File: src/rtl/cipher_round_ctrl_pkg.sv
// Shared types, widths and round-constant helper for the cipher round controller.
package cipher_round_ctrl_pkg;

   localparam int STATE_W = 64;
   localparam int KEY_W   = 128;
   localparam int RC_W    = 6;
   localparam logic [RC_W-1:0] RC_INIT = 6'h01;

   typedef enum logic [1:0] {
      IDLE,
      RUN,
      DONE
   } fsm_state_t;

   // Round-constant LFSR step: shift left, feed back rc[5]^rc[4]^1.
   function automatic logic [RC_W-1:0] rc_next(input logic [RC_W-1:0] rc);
      return {rc[4:0], rc[5] ^ rc[4] ^ 1'b1};
   endfunction

endpackage

File: src/rtl/cipher_rc_lfsr.sv
// Round-constant generator: reloads RC_INIT at block accept, advances once per round.
module cipher_rc_lfsr
   import cipher_round_ctrl_pkg::*;
(
   input  logic            clk,
   input  logic            rst,
   input  logic            load,
   input  logic            step,
   output logic [RC_W-1:0] rc
);

   always_ff @(posedge clk or posedge rst) begin
      if (rst) begin
         rc <= RC_INIT;
      end else if (load) begin
         rc <= RC_INIT;
      end else if (step) begin
         rc <= rc_next(rc);
      end
   end

endmodule

File: src/rtl/cipher_round_ctrl.sv
// Iterative cipher round controller: sequences ROUNDS passes through an external round datapath.
// Optional abort input is enabled by defining CIPHER_ROUND_CTRL_ABORT_EN.
module cipher_round_ctrl
   import cipher_round_ctrl_pkg::*;
#(
   parameter int ROUNDS = 28
) (
   input  logic               clk,
   input  logic               rst,
   input  logic               in_valid,
   output logic               in_ready,
   input  logic [STATE_W-1:0] data_in,
   input  logic [KEY_W-1:0]   key_in,
   input  logic               sbox_mode,
   output logic [STATE_W-1:0] rf_a,
   output logic [31:0]        rf_key,
   output logic [RC_W-1:0]    rf_rc,
   output logic               rf_sbox_type,
   input  logic [STATE_W-1:0] rf_b,
`ifdef CIPHER_ROUND_CTRL_ABORT_EN
   input  logic               abort,
`endif
   output logic               out_valid,
   input  logic               out_ready,
   output logic [STATE_W-1:0] data_out
);

   localparam logic [5:0] LAST_ROUND = 6'(ROUNDS - 1);

   fsm_state_t         fsm_q;
   fsm_state_t         fsm_d;
   logic [STATE_W-1:0] blk_q;
   logic [KEY_W-1:0]   key_q;
   logic               mode_q;
   logic [5:0]         r_q;
   logic               abort_hit;
   logic               accept;
   logic               step;

`ifdef CIPHER_ROUND_CTRL_ABORT_EN
   assign abort_hit = abort;
`else
   assign abort_hit = 1'b0;
`endif

   assign accept = (fsm_q == IDLE) && in_valid;
   assign step   = (fsm_q == RUN) && !abort_hit;

   always_ff @(posedge clk or posedge rst) begin
      if (rst) begin
         fsm_q <= IDLE;
      end else begin
         fsm_q <= fsm_d;
      end
   end

   // Abort wins over normal progress in both RUN and DONE.
   always_comb begin
      fsm_d = fsm_q;
      case (fsm_q)
         IDLE: if (in_valid) fsm_d = RUN;
         RUN: begin
            if (abort_hit) begin
               fsm_d = IDLE;
            end else if (r_q == LAST_ROUND) begin
               fsm_d = DONE;
            end
         end
         DONE: if (abort_hit || out_ready) fsm_d = IDLE;
         default: fsm_d = IDLE;
      endcase
   end

   always_comb begin
      in_ready  = (fsm_q == IDLE);
      out_valid = (fsm_q == DONE);
   end

   always_ff @(posedge clk or posedge rst) begin
      if (rst) begin
         blk_q  <= '0;
         key_q  <= '0;
         mode_q <= 1'b0;
         r_q    <= '0;
      end else if (accept) begin
         blk_q  <= data_in;
         key_q  <= key_in;
         mode_q <= sbox_mode;
         r_q    <= '0;
      end else if (step) begin
         blk_q <= rf_b;
         r_q   <= r_q + 6'd1;
      end
   end

   cipher_rc_lfsr u_rc_lfsr (
      .clk  (clk),
      .rst  (rst),
      .load (accept),
      .step (step),
      .rc   (rf_rc)
   );

   // Round key cycles through the four latched key words.
   assign rf_key       = key_q[{r_q[1:0], 5'd0} +: 32];
   assign rf_sbox_type = mode_q & r_q[0];
   assign rf_a         = blk_q;
   assign data_out     = blk_q;

endmodule

File: config.mk
export PLATFORM = sky130hd
export DESIGN_NAME = cipher_round_ctrl
export DESIGN_NICKNAME = d
export VERILOG_FILES = /design/src/rtl/cipher_round_ctrl_pkg.sv /design/src/rtl/cipher_rc_lfsr.sv /design/src/rtl/cipher_round_ctrl.sv
export SDC_FILE = /design/constraint.sdc
export NUM_CORES = 1
export LEC_CHECK = 0
export ABC_AREA = 1
export CAP_MARGIN = 20
export CORE_AREA = 2 2 169 171
export CTS_BUF_LIST = sky130_fd_sc_hd__clkbuf_4 sky130_fd_sc_hd__clkbuf_8 sky130_fd_sc_hd__clkbuf_16
export DETAILED_ROUTE_END_ITERATION = 8
export DIE_AREA = 0 0 171 173
export PLACE_DENSITY = 0.8
export SYNTH_ARGS = -nofsm -noshare
export SYNTH_HDL_FRONTEND = slang
export SYNTH_SLANG_ARGS = --single-unit
File: constraint.sdc
create_clock -name clk -period 9.4 [get_ports clk]
set_clock_uncertainty 0.05 [all_clocks]
set_input_delay 1.88 -clock clk [delete_from_list [all_inputs] [get_ports clk]]
set_output_delay 1.88 -clock clk [all_outputs]
set_load 0.02 [all_outputs]
==> impl_metrics.json <==
{
  "drtAntennaViolNets": 0,
  "clockBufferDepth": 3,
  "min_period_ns": 5.10,
  "root_buffer": "clkbuf_16",
  "synth_cell_type_count": 22,
  "switching_share": 0.402,
  "synth-seq-cells": 207,
  "ys_warn_count": 0,
  "status": "finished, final reports clean",
  "antenna_found_initial": 9,
  "comb_power_share": 0.489,
  "place_hpwl_mm": 22.1,
  "rows": 61,
  "p_int_uw": 2900,
  "grt_usage": 0.208,
  "synth.most_common_cell": "nand2_1",
  "cts_buffers": 24,
  "placed_area_mm2": 0.0137,
  "path_class": "flop to primary output",
  "cts_hold_buf": 0,
  "layout-drive-gt1-share": 0.0409,
  "synthTopCellsByArea": "dfrtp_1 53%, nand2_1 21%, o21ai_0 7.0%",
  "async_reset_ff_frac": 1.00,
  "peakVddDrop_mv": 0.227,
  "io_pins": 430,
  "relSlewSlack": 0.297,
  "syn2layout_area_growth_pct": 50.5,
  "die_x_um": 171,
  "port_buffers": 429,
  "seqCellArea_mm2": 0.00518,
  "fin_nets": 1809,
  "required_ns": 7.47,
  "wire_per_inst_um": 16.1,
  "max_freq_mhz": 196,
  "seq_power_share": 0.312,
  "htree_levels": 1,
  "max_stage_delay_ns": 0.68,
  "syn_area_mm2": 0.00969,
  "syn_avg_cell_area_um2": 7.95,
  "drc": 0,
  "synth_cells": 1218,
  "overflow": 0,
  "cts_tree": "yes",
  "grt_pass1_vias": 9097,
  "critPathSlowestCell": "buf_4",
  "min_period_over_period": 0.543,
  "yosys.area.top_type": "dfrtp_1",
  "clock_sinks": 207,
  "design.die.area_mm2": 0.0296,
  "drt_pass1_iterations": 7,
  "critPathCaptureType": "primary output",
  "num_vias": 9249,
  "yosys-top-cells-count": "534 x nand2_1, 206 x dfrtp_1, 135 x o21ai_0",
  "grt_start_max_net_pins": 129,
  "fill_cells": 2510,
  "synth_edf_count": 0,
  "setup_tns_ns": 0,
  "start_util": 0.351,
  "power_density_mw_per_mm2": 333,
  "rsz0062_at_grt": "no",
  "setup_viol": 0,
  "stdcell_area_mm2": 0.0146,
  "switchingPower_uw": 1950,
  "drt-initial-drc-count": 527,
  "hold_viol_final": 0,
  "core-area_mm2": 0.0276,
  "grt_pass1_wl_mm": 49.1,
  "hp-class": "flop to flop",
  "place_congestion": 0.886,
  "post-cts-setup-buffers": 0,
  "cp.arrival_ns": 3.17,
  "clockPowerShare": 0.199,
  "finalWorstSetupSlack_ns": 4.30,
  "hold_slack_ns": 0.423,
  "fin_util": 0.528,
  "yosys_most_used_dff": "dfrtp_1",
  "clk_latency_ns": 0.51,
  "critPathBufInv": 4,
  "vias_per_cell": 4.74,
  "seq_area_frac_synth": 0.535,
  "start_kind": "flop",
  "syn_nets": 1480,
  "cts_resized": 0,
  "final-max-slew-violation-count": 0,
  "cts.clk_slew.worst_paths_ns": 0.05,
  "crit_family": "buffers and inverters",
  "crit_fanout": 97,
  "multiInputGateArea_mm2": 0.00344,
  "tightest_slew_ns": 1.06,
  "pre_cts_ws_ns": 4.79,
  "die_height_um": 173,
  "drv_cap": 0,
  "p_leak_uw": 0.00668,
  "wl_mm": 31.5,
  "synth_top_area_share": 0.532,
  "crit_chain": "buf_4 > inv_2 > buf_4 > o21ai_0 > o21ai_0 > clkdlybuf4s50_1"
}
power groups by stage:
stage	combinational (µW)	clock [µW]	sequential, µW
floorplan	1340	0	1610
global placement	2340	0	1510
detailed placement	2370	0	1520
CTS	2390	990	1510
global route	2590	1030	1560
finish	2380	964	1510
per-stage QoR:
step / instances / power (µW)
after global placement: 1897 / 3850
after floorplan: 1218 / 2950
after CTS: 1941 / 4890
after detailed placement: 1897 / 3900
after global routing: 1949 / 5190
final: 1952 / 4850
metal layers:
metal  global-route usage  share of wire  vias up
li1                     -              -     4446
met1                0.243           0.38     4308
met2                0.346           0.48      408
met3               0.0604          0.092       87
met4                0.103          0.051        0
met5                    0              0        -
worst min-delay path, cell delays in order, from the launching register on:
cell and delay [ns]:
dfrtp_1 0.33, nand2_1 0.05, nand2_1 0.05
worst paths after layout:
| check | start | endpoint | slack [ns] | cells after the start |
|---|---|---|---|---|
| worst min register to register | key_q[56]$_DFFE_PP0P_ | key_q[56]$_DFFE_PP0P_ | 0.42 | 2 |
| worst max-delay path | r_q[0]$_DFFE_PP0P_ | rf_key[14] | 4.30 | 6 |
| max in group asynchronous | rst | key_q[62]$_DFFE_PP0P_ | 6.14 | 4 |
| min in group asynchronous | rst | data_out[0]$_DFFE_PP0P_ | 1.88 | 2 |
| worst min-delay path | key_q[56]$_DFFE_PP0P_ | key_q[56]$_DFFE_PP0P_ | 0.42 | 2 |
| worst max register to register | fsm_q[1]$_DFFE_PP0P_ | key_q[88]$_DFFE_PP0P_ | 6.71 | 5 |
cell families after synthesis:
logic type / after synthesis / share of synthesized area
flip-flops: 207 / 0.535
adder cells (fa/ha/maj): 1 / 0.00129
buffers and inverters: 190 / 0.112
AND/OR/NAND/NOR: 646 / 0.261
XOR/XNOR: 1 / 0.000904
AO/OA/AOI/OAI: 173 / 0.0903
cell usage in the layout, fill, tap and decap left out:
| master | n |
|---|---|
| nand2_1 | 534 |
| clkdlybuf4s50_1 | 429 |
| dfrtp_1 | 206 |
| o21ai_0 | 135 |
| nand3_1 | 71 |
| inv_1 | 49 |
| nor2_1 | 36 |
| a21oi_1 | 33 |
| clkbuf_16 | 25 |
| diode_2 | 9 |
| clkbuf_8 | 9 |
| clkbuf_4 | 7 |
| buf_4 | 7 |
| inv_2 | 4 |
| o22ai_1 | 4 |
| nor2_4 | 2 |
| nand4_1 | 2 |
| clkinv_2 | 2 |
| nand2_4 | 1 |
| inv_6 | 1 |
| o21ai_4 | 1 |
| inv_8 | 1 |
| xor2_1 | 1 |
| ha_1 | 1 |
| bufinv_16 | 1 |
| buf_12 | 1 |
| buf_16 | 1 |
| dfstp_2 | 1 |
sequential cells by signal, indices dropped and copies added, names as in the netlist:
register and cells:
data_out 64, fsm_q 2, key_q 128, mode_q 1
r_q 6, u_rc_lfsr.rc 6
area by class of cell:
type,instances,share of cell area
diodes,9,0.00155
repair buffers,438,0.301
inverters,55,0.0150
clock buffers,41,0.0550
flip-flops and latches,207,0.355
well taps,378,0.0324
clock inverters,3,0.00275
multi-input cells,821,0.236
Note: power is estimated with default switching activity, not from simulation.
